<file path="config.mk">
export PLATFORM = sky130hd
export DESIGN_NAME = red_adc_sampler
export DESIGN_NICKNAME = d
export VERILOG_FILES = /design/src/rtl/red_adc_pkg.sv /design/src/rtl/red_adc_sclk_divider.sv /design/src/rtl/red_adc_sampler.sv
export SDC_FILE = /design/constraint.sdc
export NUM_CORES = 1
export LEC_CHECK = 0
export CAP_MARGIN = 20
export CORE_AREA = 2 2 75 77
export CTS_CLUSTER_DIAMETER = 60
export CTS_CLUSTER_SIZE = 20
export DETAILED_ROUTE_END_ITERATION = 6
export DIE_AREA = 0 0 77 79
export GPL_TIMING_DRIVEN = 0
export SYNTH_ARGS = -nofsm -noshare
export SYNTH_HDL_FRONTEND = slang
export SYNTH_SLANG_ARGS = --single-unit
export TNS_END_PERCENT = 5
</file>
<file path="constraint.sdc">
create_clock -name CLK_Filter -period 2.2 [get_ports CLK_Filter]
set_input_delay 0.44 -clock CLK_Filter [delete_from_list [all_inputs] [get_ports CLK_Filter]]
set_output_delay 0.44 -clock CLK_Filter [all_outputs]
set_load 0.01 [all_outputs]
</file>
<file path="src/rtl/red_adc_pkg.sv">
// red_adc_pkg: FSM states and frame constants shared by the RED ADC sampler.
// Optional feature macro: RED_AVG4_EN (adds AVG_DEPTH for 4-sample averaging).
package red_adc_pkg;
   typedef enum logic [2:0] {IDLE, SETTLE, CS_SETUP, SHIFT, DONE} state_t;
   localparam int ADC_DATA_BITS = 8;
   localparam int ADC_NULL_BITS = 1;
   localparam int SCLK_PERIODS  = 9;
   localparam int FRAME_BITS    = ADC_DATA_BITS + ADC_NULL_BITS;
`ifdef RED_AVG4_EN
   localparam int AVG_DEPTH = 4;
`endif
endpackage

</file>
<file path="src/rtl/red_adc_sclk_divider.sv">
// adc_sclk_divider: SCLK generator for one ADC frame (SCLK_PERIODS full periods).
// Ports:
//   clk, rst  clock and synchronous active-high reset
//   i_run     high while shifting; low holds counters at the start of a frame
//   o_sclk    SCLK level (starts high: the low setup half is spent in CS_SETUP)
//   o_rise    high in the first cycle of each high half
//   o_fall    high in the first cycle of each low half
//   o_done    high in the last cycle of the final low half
module adc_sclk_divider
   import red_adc_pkg::*;
#(
   parameter int CLK_DIV = 4
) (
   input  logic clk,
   input  logic rst,
   input  logic i_run,
   output logic o_sclk,
   output logic o_rise,
   output logic o_fall,
   output logic o_done
);
   localparam int DW = $clog2(CLK_DIV + 1);
   localparam int HW = $clog2(2 * SCLK_PERIODS);
   logic [DW-1:0] r_cnt;
   logic [HW-1:0] r_half;
   logic w_last, w_final;
   assign w_last  = r_cnt == DW'(CLK_DIV - 1);
   assign w_final = r_half == HW'(2 * SCLK_PERIODS - 1);
   always_ff @(posedge clk)
      if (rst || !i_run) begin
         r_cnt  <= '0;
         r_half <= '0;
      end else if (w_last) begin
         r_cnt  <= '0;
         r_half <= w_final ? '0 : r_half + 1'b1;
      end else
         r_cnt <= r_cnt + 1'b1;
   assign o_sclk = i_run & ~r_half[0];
   assign o_rise = i_run & ~r_half[0] & (r_cnt == '0);
   assign o_fall = i_run & r_half[0] & (r_cnt == '0);
   assign o_done = i_run & w_last & w_final;
endmodule

</file>
<file path="src/rtl/red_adc_sampler.sv">
// red_adc_sampler: times the RED LED pulse and reads an ADC0831-style serial ADC.
// Ports:
//   CLK_Filter, rst  filter clock, synchronous active-high reset
//   enable           allows new conversion triggers
//   ADC_DOUT         serial data from the ADC (null bit, then D7..D0)
//   ADC_CS_n         ADC chip select, active-low
//   ADC_SCLK         ADC serial clock
//   LED_RED          RED LED drive
//   RED_ADC_Value    latest good sample
//   RED_Valid        one-cycle strobe, RED_ADC_Value is new
//   Null_Err         one-cycle pulse, frame had a non-zero null bit
//   Overrun          one-cycle pulse, trigger arrived while busy
// Optional feature macro: RED_AVG4_EN (output the mean of every 4 good samples).
module red_adc_sampler
   import red_adc_pkg::*;
#(
   parameter int CLK_DIV       = 4,
   parameter int SETTLE_CYCLES = 16,
   parameter int SAMPLE_PERIOD = 512
) (
   input  logic                     CLK_Filter,
   input  logic                     rst,
   input  logic                     enable,
   input  logic                     ADC_DOUT,
   output logic                     ADC_CS_n,
   output logic                     ADC_SCLK,
   output logic                     LED_RED,
   output logic [ADC_DATA_BITS-1:0] RED_ADC_Value,
   output logic                     RED_Valid,
   output logic                     Null_Err,
   output logic                     Overrun
);
   localparam int TW = $clog2(SAMPLE_PERIOD);
   localparam int CW = $clog2(SETTLE_CYCLES + CLK_DIV + 1);
   if (CLK_DIV < 1 || SETTLE_CYCLES < 1 || SAMPLE_PERIOD <= SETTLE_CYCLES + 20 * CLK_DIV + 4) begin : g_bad_params
      $error("red_adc_sampler: SAMPLE_PERIOD too short for one conversion");
   end
   state_t                r_state, w_next;
   logic [TW-1:0]         r_timer;
   logic [CW-1:0]         r_cnt;
   logic [FRAME_BITS-1:0] r_shift;
   logic                  r_bit;
   logic                  w_wrap, w_trig, w_run, w_rise, w_fall, w_done, w_good;
   assign w_wrap = r_timer == TW'(SAMPLE_PERIOD - 1);
   assign w_trig = w_wrap & enable;
   assign w_good = w_done & ~r_shift[FRAME_BITS-1];
   always_ff @(posedge CLK_Filter)
      if (rst) r_timer <= '0;
      else     r_timer <= w_wrap ? '0 : r_timer + 1'b1;
   always_ff @(posedge CLK_Filter)
      if (rst) r_state <= IDLE;
      else     r_state <= w_next;
   always_comb begin
      w_next   = r_state;
      ADC_CS_n = 1'b1;
      LED_RED  = 1'b0;
      w_run    = 1'b0;
      case (r_state)
         IDLE:     w_next = w_trig ? SETTLE : IDLE;
         SETTLE: begin
            LED_RED = 1'b1;
            w_next  = (r_cnt == CW'(SETTLE_CYCLES - 1)) ? CS_SETUP : SETTLE;
         end
         CS_SETUP: begin
            LED_RED  = 1'b1;
            ADC_CS_n = 1'b0;
            w_next   = (r_cnt == CW'(CLK_DIV - 1)) ? SHIFT : CS_SETUP;
         end
         SHIFT: begin
            LED_RED  = 1'b1;
            ADC_CS_n = 1'b0;
            w_run    = 1'b1;
            w_next   = w_done ? DONE : SHIFT;
         end
         default:  w_next = IDLE;
      endcase
   end
   // Dwell counter restarts on every state change
   always_ff @(posedge CLK_Filter)
      if (rst || r_state != w_next) r_cnt <= '0;
      else                          r_cnt <= r_cnt + 1'b1;
   adc_sclk_divider #(.CLK_DIV(CLK_DIV)) u_div (
      .clk   (CLK_Filter),
      .rst   (rst),
      .i_run (w_run),
      .o_sclk(ADC_SCLK),
      .o_rise(w_rise),
      .o_fall(w_fall),
      .o_done(w_done)
   );
   // DOUT is captured as SCLK rises and committed to the frame on the following fall,
   // so the frame is complete (null bit at the top) well before the done strobe.
   always_ff @(posedge CLK_Filter)
      if (rst) begin
         r_bit    <= 1'b0;
         r_shift  <= '0;
         Null_Err <= 1'b0;
         Overrun  <= 1'b0;
      end else begin
         if (w_rise) r_bit <= ADC_DOUT;
         if (w_fall) r_shift <= {r_shift[FRAME_BITS-2:0], r_bit};
         Null_Err <= w_done & r_shift[FRAME_BITS-1];
         Overrun  <= w_trig & (r_state != IDLE);
      end
`ifdef RED_AVG4_EN
   logic [9:0] r_acc, w_sum;
   logic [1:0] r_avg_cnt;
   logic       w_last_avg;
   assign w_sum      = r_acc + 10'(r_shift[ADC_DATA_BITS-1:0]);
   assign w_last_avg = r_avg_cnt == 2'(AVG_DEPTH - 1);
   always_ff @(posedge CLK_Filter)
      if (rst) begin
         r_acc         <= '0;
         r_avg_cnt     <= '0;
         RED_ADC_Value <= '0;
         RED_Valid     <= 1'b0;
      end else begin
         RED_Valid <= w_good & w_last_avg;
         if (w_good) begin
            r_acc     <= w_last_avg ? '0 : w_sum;
            r_avg_cnt <= w_last_avg ? '0 : r_avg_cnt + 1'b1;
         end
         if (w_good && w_last_avg) RED_ADC_Value <= w_sum[9:2];
      end
`else
   always_ff @(posedge CLK_Filter)
      if (rst) begin
         RED_ADC_Value <= '0;
         RED_Valid     <= 1'b0;
      end else begin
         RED_Valid <= w_good;
         if (w_good) RED_ADC_Value <= r_shift[ADC_DATA_BITS-1:0];
      end
`endif
endmodule

</file>
Yosys cells after proc, flatten, opt, wreduce, memory -nomap -nowiden
Cells that the tools add are included.
{"block": "totals", "regBits": 46, "elab_cells": 55}
{"block": "op_classes", "addsub": 4, "n_eq_ne": 9, "mux": 9, "bitwise": 12, "n_reduce_logical": 10}
{"operator": "case mux 3 bit (4 select lines)", "n": 1}
{"operator": "adder 5 x 1 -> 5 bit, second input constant", "n": 2}
{"operator": "AND 1 bit", "n": 10}
{"operator": "adder 9 x 1 -> 9 bit, second input constant", "n": 1}
{"operator": "== test 3 x 2 -> 1 bit, second input constant", "n": 3}
{"operator": "== test 9 bit, second input constant", "n": 1}
{"operator": "logical NOT 3 bit", "n": 2}
{"operator": "OR reduction 2 bit", "n": 3}
{"operator": "== test 5 x 2 -> 1 bit, second input constant", "n": 1}
{"operator": "== test 5 x 4 -> 1 bit, second input constant", "n": 1}
{"operator": "== test 5 bit, second input constant", "n": 1}
{"operator": "two-way mux 1 bit", "n": 5}
{"operator": "two-way mux 5 bit", "n": 1}
{"operator": "adder 3 x 1 -> 3 bit, second input constant", "n": 1}
{"operator": "== test 3 x 1 -> 1 bit, second input constant", "n": 1}
{"operator": "two-way mux 3 bit", "n": 1}
{"operator": "inequality test 3 bit", "n": 1}
{"operator": "nonzero test 3 bit", "n": 1}
{"operator": "OR reduction 3 bit", "n": 1}
{"operator": "logical OR 1 bit", "n": 2}
{"operator": "two-way mux 2 bit", "n": 1}
{"operator": "inverter 1 bit", "n": 2}
{"operator": "logical NOT 1 bit", "n": 1}

Logic depth before layout (Yosys ltp)
Gate-level depths: netlist of run 1.
{"block": "logic_depth", "word_depth": 8, "ltp_mapped": 8}

Cells and area by module
From an unflattened synthesis of run 1, not the netlist that was laid out.
{"block": "hier_totals", "cells_unflattened": 199, "area_unflattened_um2": 1875.5}
{"module": "red_adc_sampler", "n_inst": 1, "cells_each": 156, "area_per_inst_um2": 1453.9, "seq_area_each_um2": 760.7}
{"module": "adc_sclk_divider", "n_inst": 1, "cells_each": 43, "area_per_inst_um2": 421.7, "seq_area_each_um2": 160.2}

Worst setup path after synthesis of run 1
No wires, ideal clock.
{"block": "synth_path", "path_type": "reg2reg", "from": "register r_cnt[0]", "to": "register r_cnt[1]", "setup_ns": 0.066, "arrival_ns": 1.551, "required_ns": 2.134, "setup_slack_ns": 0.584, "stages_incl_launch_ff": 8, "period_less_slack_ns": 1.616, "path_cell_list": "dfxtp_1 ha_1 and3_2 ha_1 nor2b_1 nor4b_1 a21boi_2 nor2b_1"}
{"block": "synth_via", "elab_chain_cells": 5}
{"item": "start, declared", "line_no": "red_adc_sampler.sv:40", "text": "logic [CW-1:0] r_cnt;"}
{"item": "start signal, assigned", "line_no": "red_adc_sampler.sv:81", "text": "else r_cnt <= r_cnt + 1'b1;"}
{"item": "== test 5 x 2 -> 1 bit / == test 5 x 4 -> 1 bit (equally long branches)", "line_no": "red_adc_sampler.sv:67, red_adc_sampler.sv:62"}
{"item": "two-way mux 1 bit / two-way mux 2 bit (equally long branches)", "line_no": "red_adc_sampler.sv:67, red_adc_sampler.sv:62"}
{"item": "case mux 3 bit (4 select lines)", "line_no": "red_adc_sampler.sv:58", "text": "case (r_state)"}
{"item": "inequality test 3 bit", "line_no": "red_adc_sampler.sv:80", "text": "if (rst || r_state != w_next) r_cnt <= '0;"}
{"item": "logical OR 1 bit", "line_no": "red_adc_sampler.sv:80"}
Several ways; a longest one is shown, not always the timed one.
A chain may end at the register's enable or synchronous reset.

Final worst setup path of run 1
{"block": "layout_path", "from": "register r_state[0]", "to": "output ADC_SCLK"}
{"block": "layout_via", "elab_chain_cells": 3}
{"item": "start, declared", "line_no": "red_adc_sampler.sv:38", "text": "state_t r_state, w_next;"}
{"item": "start signal, assigned", "line_no": "red_adc_sampler.sv:52", "text": "else r_state <= w_next;"}
{"item": "== test 3 x 2 -> 1 bit", "line_no": "red_adc_sampler.sv:58"}
{"item": "two-way mux 1 bit", "line_no": "red_adc_sampler.sv:58"}
{"item": "AND 1 bit", "line_no": "red_adc_sclk_divider.sv:38", "text": "assign o_sclk = i_run & ~r_half[0];"}
{"item": "end, declared", "line_no": "red_adc_sampler.sv:26", "text": "output logic ADC_SCLK,"}
No other way between the ends.

==> impl_metrics.tcl, run 1 <==
set metrics [dict create \
    status "complete, no violations" \
    post-cts-setup-buffer-count 0 \
    fin_util_pct 41.6 \
    crit_type "register to primary output" \
    dr.pass1.iters 4 \
    synth.net_count 212 \
    syn_avg_cell_area_um2 9.49 \
    placement_rows 27 \
    insertion_delay_ps 290 \
    dp.cells 287 \
    arrival_ps 1670 \
    fin_nets 235 \
    synth_compound_area_share_pct 4.04 \
    syn_inst 199 \
    grt_antenna_before_repair 0 \
    hp-class "register to register" \
    worst_hold_slack_ps 452 \
    die_y_um 79 \
    grt_pass1_wl_mm 5.75 \
    power_switching_uw 293 \
    dp_hpwl_mm 2.26 \
    ys_seq_area_share_pct 48.8 \
    grt_max_degree 14 \
    setup-tns-final_ps 0 \
    p_sw_share_pct 21.5 \
    synth.area.top_cells "dfxtp_1, mux2i_1, nor2_1" \
    grt_overflow_total 0 \
    cap_violations 0 \
    drc 0 \
    fp.dieW_um 77 \
    layout_commonest_cell "dfxtp_1" \
    timing.final.max_slew_violations 0 \
    internal_power_mw 1.07 \
    ys_types 33 \
    synth_top_family_by_area "simple AND/OR/NAND/NOR gates" \
    hold_viol_final 0 \
    muxShareOfSynthArea_pct 10.1 \
    ir_worst_vdd_uv 292 \
    cts_hold_buffers 0 \
    fillers 560 \
    yosysTopAreaCell "dfxtp_1" \
    pre_cts_ws_ps 372 \
    timing.fmax_ghz 0.474 \
    finalWeightedCongestion 0.711 \
    clk_path_buf_depth 2 \
    syn-cell-area_um2 1890 \
    start_util_pct 35.4 \
    rsz0062_at_grt "false" \
    area_growth_pct 17.6 \
    synth_top_area_share_pct 48.8 \
    io_pins 18 \
    vias 1315 \
    wl_per_cell_um 11.0 \
    track_usage_pct 12.0 \
    cts_made_buffers 5 \
    synth-simple-area-share_pct 22.7 \
    cts-root-buf "clkbuf_8" \
    die_area_um2 6080 \
    clock_sinks 46 \
    core_area_um2 5340 \
    pwr-share-clk_pct 35.0 \
    critPathLaunchType "register" \
    ant_nets 0 \
    final_cell_mix "dfxtp_1, nor2_1, mux2i_1" \
    endpoint_kind "primary output" \
    antenna_cells 0 \
    drt_iter0_drc 31 \
    worstMarginPinSlew_ps 482 \
    final.min_clock_period_ps 2110 \
    slew-limit-headroom_pct 67.9 \
    avgViaCountPerCell 4.47 \
    yosysWarnings 0 \
    synth_xor_xnor_area_share_pct 4.17 \
    worst_slack_ps 90.5 \
    finalNonFillerCells 294 \
    cts_resized 0 \
    p_comb_share_pct 2.9 \
    path_max_fanout 10 \
    powerDensity_nw_per_um2 615 \
    pwr-share-seq_pct 62.1 \
    port-buffer-count 16 \
    worst-endpoint-required_ps 1760 \
    register_area_um2 921 \
    drive_gt1_share_pct 9.01 \
    fin_crit_sh_pct 95.9 \
    multi_input_area_um2 887 \
    synthAdderAreaFrac_pct 5.96 \
    fin_skew_ps 4.95 \
    cts.clk_slew.worst_paths_ps 80 \
    leakage_nw 0.849 \
    ys_seq_elements 46 \
    cts_tree "done" \
    grt_pass1_vias 1219 \
    wl_mm 3.24 \
    htree_levels 2 \
    setup_viol 0 \
]
==> state kept, by name, indices dropped and copies added (netlist names), 3 cells and up <==
signal / cells
RED_ADC_Value: 8
r_cnt: 5
r_shift: 9
r_state: 3
r_timer: 9
u_div.r_cnt: 3
u_div.r_half: 5
==> power groups by stage <==
stage | clock network (mW) | registers, mW | logic (mW)
floorplan | 0 | 0.867 | 0.0279
global placement | 0 | 0.868 | 0.0386
detailed placement | 0 | 0.868 | 0.0391
CTS | 0.501 | 0.849 | 0.0395
global route | 0.537 | 0.851 | 0.0446
finish | 0.478 | 0.849 | 0.0393
==> kinds of logic (layout without fill, tap and decap cells) <==
kind of cell    after synthesis  in the layout
simple gates                 86             86
compound gates               12             12
mux                          19             19
fa+ha+maj                     9              9
buf+inv                      18             41
xor+xnor                      9              9
flops                        46             46
==> per-layer routing <==
metal	GRT usage (%)	wire (µm)
met5	0	0
met4	5.36	51
met3	3.30	127
met2	17.2	1360
met1	16.7	1700
==> area by class of cell <==
class                      count  area share [%]
tap                           72            4.06
clock buffer                   5            3.10
timing repair buffer          16            7.22
multi-input combinational    135            40.0
buffer                        11            2.54
inverter                       7            1.18
sequential                    46            41.5
clock inverter                 2           0.451
==> cells in the mapped netlist <==
master and number:
inv_1 7, nand2b_1 2, nand2_1 8, nor3_1 6, nand3_1 7, nor2b_1 3
nand4_1 2, or2_2 1, and4bb_2 2, and3b_1 1, nor4_1 2, o21ai_1 1
and2_1 1, xnor2_1 2, and3_1 2, or4b_4 1, mux2i_1 19, nor2_1 41
clkbuf_1 5, o221ai_2 1, nor4b_1 1, buf_4 2, a21oi_1 7, or3_1 3
a21boi_2 1, buf_2 4, nand4b_1 1, dfxtp_1 46, xor2_1 7, and3_2 1
nor3b_1 1, ha_1 9, o21ai_0 2
==> worst max-delay path, cell delays in order, from the launching register on <==
cell and delay, ps:
dfxtp_1 350, clkbuf_4 200, and4bb_2 290, clkdlybuf4s50_1 550
==> final timing paths <==
path                                      from               end  slack [ps]  cells after the start
worst min register to register        r_cnt[0]          r_cnt[0]         450                      1
worst min-delay path                  r_cnt[0]          r_cnt[0]         450                      1
worst max-delay path                r_state[0]          ADC_SCLK          90                      3
worst max register to register  u_div.r_cnt[0]  RED_ADC_Value[5]         370                      7
==> stage by stage <==
step	power, mW	cell area, µm²
2_1_floorplan	0.895	1890
3_3_place_gp	0.907	2140
3_5_place_dp	0.908	2140
4_1_cts	1.39	2220
5_1_grt	1.43	2220
6_report	1.37	2220
Note: power is estimated with default switching activity, not from simulation.
==> run 2, diff against run 1 <==
--- a/config.mk
+++ b/config.mk
@@ -6,11 +6,11 @@
 export NUM_CORES = 1
 export LEC_CHECK = 0
 export CAP_MARGIN = 20
-export CORE_AREA = 2 2 75 77
+export CORE_AREA = 2 2 96 61
 export CTS_CLUSTER_DIAMETER = 60
 export CTS_CLUSTER_SIZE = 20
 export DETAILED_ROUTE_END_ITERATION = 6
-export DIE_AREA = 0 0 77 79
+export DIE_AREA = 0 0 98 63
 export GPL_TIMING_DRIVEN = 0
 export SYNTH_ARGS = -nofsm -noshare
 export SYNTH_HDL_FRONTEND = slang
==> run 2 against run 1 <==
Against the previous run: cell count shrank 0.68%; maximum frequency shrank 0.23%; hold slack gained 2.5 ps; clock skew grew 7.3 ps; largest cell class unchanged; largest power group unchanged; highest routed layer unchanged.
==> impl_metrics.tcl, run 2 (synthesis gave the netlist of run 1 again) <==
set metrics [dict create \
    status "complete, no violations" \
    ir_worst_vdd_uv 383 \
    grt_max_degree 17 \
    hold_viol_final 0 \
    track_usage_pct 11.1 \
    leakage_nw 0.846 \
    io_pins 18 \
    critPathTopFamily "buffers and inverters" \
    ant_nets 0 \
    final.min_clock_period_ps 2110 \
    startpoint "r_state[0]" \
    port-buffer-count 16 \
    layout_commonest_cell "dfxtp_1" \
    fin_crit_sh_pct 96.1 \
    worst-endpoint-required_ps 1760 \
    fillers 539 \
    critPathLaunchType "register" \
    grt_overflow_total 0 \
    cts_tree "done" \
    crit_type "register to primary output" \
    placement_rows 21 \
    endpoint_kind "primary output" \
    vias 1322 \
    grt_pass1_vias 1174 \
    worst_path_largest_cell_delay_ps 540 \
    insertion_delay_ps 300 \
    start_util_pct 35.4 \
    cts_hold_buffers 0 \
    htree_levels 2 \
    setup-tns-final_ps 0 \
    cap_violations 0 \
    fin_skew_ps 12.3 \
    clk_path_buf_depth 2 \
    path_max_fanout 10 \
    drt_iter0_drc 94 \
    finalWeightedCongestion 0.715 \
    core_area_um2 5330 \
    timing.fmax_ghz 0.473 \
    avgViaCountPerCell 4.53 \
    worstPathBufferInverterCount 2 \
    cts.clk_slew.worst_paths_ps 90 \
    antenna_cells 0 \
    fp.dieW_um 98 \
    wl_mm 3.16 \
    area_growth_pct 18.1 \
    min-delay-start "r_timer[0]" \
    r2r_start "u_div.r_cnt[0]" \
    rsz0062_at_grt "false" \
    cts_made_buffers 5 \
    die_area_um2 6170 \
    slew-limit-headroom_pct 69.2 \
    cp_cell_sequence "clkbuf_4 -> and4bb_2 -> clkdlybuf4s50_1" \
    reg.largest.list "r_shift x9, r_timer x9, RED_ADC_Value x8" \
    die_y_um 63 \
    grt_pass1_wl_mm 5.51 \
    powerDensity_nw_per_um2 635 \
    worst_hold_slack_ps 455 \
    worstMarginPinSlew_ps 461 \
    drive_gt1_share_pct 9.42 \
    dp_hpwl_mm 2.24 \
    post-cts-setup-buffer-count 0 \
    clock_sinks 46 \
    drc 0 \
    crit_slowest_cell "clkdlybuf4s50_1" \
    setup_viol 0 \
    cts_resized 0 \
    fin_nets 235 \
    timing.final.max_slew_violations 0 \
    arrival_ps 1670 \
    final_cell_mix "dfxtp_1, nor2_1, mux2i_1" \
    dr.pass1.iters 4 \
    cts-root-buf "clkbuf_8" \
    grt_antenna_before_repair 0 \
    hp-class "register to register" \
    wl_per_cell_um 10.8 \
]
==> run 2: changes by cell type in the layout (fill, tap and decap cells not counted) <==
cell | before | now
clkinv_2 | 2 | 0
clkinvlp_4 | 0 | 2
inv_6 | 0 | 1
==> run 2: worst register-to-register path, cell delays in order (launching register included) <==
cell and delay, ps:
dfxtp_1 330, ha_1 200, ha_1 210, clkbuf_1 240, nand4b_1 160, buf_2 280, mux2i_1 230, nor2_1 50
==> run 2: power breakdown <==
part / internal, mW / switching [mW] / total (mW)
clock network: 0.228 / 0.302 / 0.529
logic: 0.0175 / 0.0210 / 0.0385
registers: 0.842 / 0.00744 / 0.849
==> run 2: cell type report <==
| type | instances | area (µm²) | share of cell area (%) |
|---|---|---|---|
| Clock inverter | 3 | 23.8 | 1.07 |
| Inverter | 7 | 26.3 | 1.18 |
| Buffer | 11 | 56.3 | 2.53 |
| Sequential cell | 46 | 921 | 41.3 |
| Timing Repair Buffer | 16 | 160 | 7.18 |
| Tap cell | 69 | 86.3 | 3.87 |
| Clock buffer | 5 | 68.8 | 3.09 |
| Multi-Input combinational cell | 135 | 887 | 39.8 |
==> run 2: worst paths after layout <==
kind / to / slack (ps) / cells past startpoint
worst max-delay path: ADC_SCLK / 90 / 3
worst min register to register: r_timer[0] / 450 / 1
worst max register to register: RED_ADC_Value[6] / 390 / 7
worst min-delay path: r_timer[0] / 450 / 1
==> run 2: stage by stage <==
stage / worst slack [ps] / power, mW / instances / utilization (%) / area [µm²]
3_3_place_gp: 384 / 0.907 / 284 / 40.0 / 2130
5_1_grt: 7.70 / 1.48 / 292 / 41.8 / 2230
4_1_cts: 67.5 / 1.44 / 292 / 41.8 / 2230
2_1_floorplan: 584 / 0.895 / 199 / - / 1890
3_5_place_dp: 387 / 0.908 / 284 / 40.0 / 2130
6_report: 85.6 / 1.42 / 292 / 41.8 / 2230
==> run 2: layer usage <==
layer / global-route usage [%] / part of all wire [%]
met1: 16.8 / 59
met4: 2.08 / 0.25
met3: 4.25 / 4.8
met2: 14.6 / 36
met5: 0 / 0
==> run 3, diff against run 2 <==
--- a/config.mk
+++ b/config.mk
@@ -6,12 +6,13 @@
 export NUM_CORES = 1
 export LEC_CHECK = 0
 export CAP_MARGIN = 20
-export CORE_AREA = 2 2 96 61
+export CORE_AREA = 2 2 79 51
 export CTS_CLUSTER_DIAMETER = 60
 export CTS_CLUSTER_SIZE = 20
 export DETAILED_ROUTE_END_ITERATION = 6
-export DIE_AREA = 0 0 98 63
+export DIE_AREA = 0 0 81 53
 export GPL_TIMING_DRIVEN = 0
+export PLACE_DENSITY = 0.75
 export SYNTH_ARGS = -nofsm -noshare
 export SYNTH_HDL_FRONTEND = slang
 export SYNTH_SLANG_ARGS = --single-unit
==> constraint.sdc (replaced) <==
create_clock -name CLK_Filter -period 2.2 [get_ports CLK_Filter]
set_input_delay 0.66 -clock CLK_Filter [delete_from_list [all_inputs] [get_ports CLK_Filter]]
set_output_delay 0.66 -clock CLK_Filter [all_outputs]
set_load 0.01 [all_outputs]
==> run 3 against run 2 <==
Against the previous run: clock-buffer cell count is 2 higher; clock skew is 7.1 ps lower; critical path type unchanged; maximum frequency is 2.6% higher; register-to-register slack hardly changed; global-route usage is 5.5 points higher; critical path depth stayed put; flip-flop and latch count stayed put; largest power group unchanged; final area is 0.34% lower.
==> impl_metrics.tcl, run 3 (synthesis gave the netlist of run 1 again) <==
set metrics [dict create \
    status "complete, no violations" \
    pwr-share-seq_pct 56.9 \
    ant_nets 0 \
    crit_slowest_cell "and4bb_2" \
    critPathLaunchType "register" \
    fin_nets 235 \
    cts_made_buffers 5 \
    leakage_nw 0.881 \
    dr.pass1.iters 4 \
    drt_iter0_drc 75 \
    post-cts-setup-buffer-count 0 \
    p_sw_share_pct 19.6 \
    register_area_um2 921 \
    reg.largest.list "r_shift x9, r_timer x9, RED_ADC_Value x8" \
    avgViaCountPerCell 5.01 \
    wl_mm 3.11 \
    final.min_clock_period_ps 2060 \
    drive_gt1_share_pct 8.52 \
    grt_pass1_wl_mm 5.20 \
    die_y_um 53 \
    timing.fmax_ghz 0.485 \
    layout_commonest_cell "dfxtp_1" \
    grt_overflow_total 0 \
    area_growth_pct 17.7 \
    placement_rows 17 \
    cts.clk_slew.worst_paths_ps 80 \
    timing.final.max_slew_violations 0 \
    cts_hold_buffers 0 \
    start_util_pct 53.5 \
    fillers 320 \
    endpoint_kind "primary output" \
    cts-root-buf "clkbuf_8" \
    antenna_cells 0 \
    worstMarginPinSlew_ps 462 \
    fin_crit_sh_pct 93.7 \
    cts_tree "done" \
    cap_violations 0 \
    cp_cell_sequence "clkbuf_4 -> and4bb_2 -> dlygate4sd2_1" \
    setup-tns-final_ps 0 \
    grt_antenna_before_repair 0 \
    insertion_delay_ps 300 \
    grt_pass1_vias 1148 \
    track_usage_pct 16.6 \
    drc 0 \
    fin_area_um2 2220 \
    multi_input_area_um2 887 \
    path_max_fanout 10 \
    io_pins 18 \
    die_area_um2 4290 \
    dp_hpwl_mm 2.25 \
    arrival_ps 1400 \
    clock_sinks 46 \
    p_comb_share_pct 2.5 \
    place_area_um2 2110 \
    finalWeightedCongestion 0.850 \
    fp.dieW_um 81 \
    rsz0062_at_grt "false" \
    fin_skew_ps 5.20 \
    hp-class "register to register" \
    worst-endpoint-required_ps 1540 \
    port-buffer-count 16 \
    crit_type "register to primary output" \
    setup_viol 0 \
    grt_max_degree 14 \
    pwr-share-clk_pct 40.6 \
    hold_viol_final 0 \
    powerDensity_nw_per_um2 671 \
    worst_path_largest_cell_delay_ps 350 \
    vias 1354 \
    wl_per_cell_um 11.5 \
    internal_power_mw 1.20 \
    reg2reg_slack_ps 400 \
    power_switching_uw 293 \
    core_area_um2 3530 \
    ir_worst_vdd_uv 418 \
    clk_path_buf_depth 2 \
    final_cell_mix "dfxtp_1, nor2_1, mux2i_1" \
    slew-limit-headroom_pct 69.2 \
    htree_levels 2 \
]
## run 3: cell count changes in the layout (fill, tap and decap cells not counted), sizes merged
cell,previous run,this run
inv,8,7
dlymetal6s2s,0,2
bufinv,0,1
clkinvlp,2,0
clkbuf,11,13
dlygate4sd2,0,1
clkdlybuf4s50,16,13
## run 3: repair_timing
item	4_1_cts	5_1_grt
gates resized for setup	2	3
pin swaps	0	0
setup endpoints to repair	2	2
## run 3: worst max-delay path: cells and delay by family, from the launching register on
kind                   cells  cell delay [ps]
flip-flops                 1              310
buffers and inverters      2              450
AND/OR/NAND/NOR            1              350
## run 3: per-layer routing
metal / wire length [µm] / global-route usage (%) / up-vias
li1: - / - / 710
met1: 1630 / 23.3 / 615
met2: 1290 / 22.7 / 21
met3: 132 / 5.63 / 8
met4: 56 / 7.63 / 0
met5: 0 / 0 / -
## run 3: power by group through the flow
stage	sequential (mW)	combinational (mW)	clock, mW
after floorplan	0.867	0.0279	0
after global placement	0.868	0.0379	0
after detailed placement	0.869	0.0378	0
after CTS	0.849	0.0383	0.630
after global routing	0.850	0.0438	0.656
final	0.849	0.0376	0.605
## run 3: worst paths after layout
kind / startpoint / end / cells past startpoint
max: r_state[2] / ADC_SCLK / 3
min: r_cnt[0] / r_cnt[0] / 1
max reg2reg: u_div.r_cnt[0] / RED_ADC_Value[0] / 7
min reg2reg: r_cnt[0] / r_cnt[0] / 1
## run 3: layout make-up
class                      instances  area share [%]
inverter                           7            1.18
clock inverter                     1            1.35
multi-input combinational        135            39.9
timing repair buffer              16            7.38
sequential                        46            41.4
clock buffer                       7            3.43
buffer                            11            2.65
tap                               47            2.65
## run 3: through the flow
stage | worst slack [ps] | hold slack (ps) | instances | util, % | total power, mW
6_report | 139 | 451 | 270 | 62.9 | 1.49
5_1_grt | 91.8 | 469 | 270 | 62.9 | 1.55
4_1_cts | 14.6 | 456 | 270 | 62.7 | 1.52
3_5_place_dp | 188 | 444 | 262 | 59.7 | 0.906
3_3_place_gp | 184 | 431 | 262 | 59.7 | 0.906
2_1_floorplan | 584 | 418 | 199 | - | 0.895
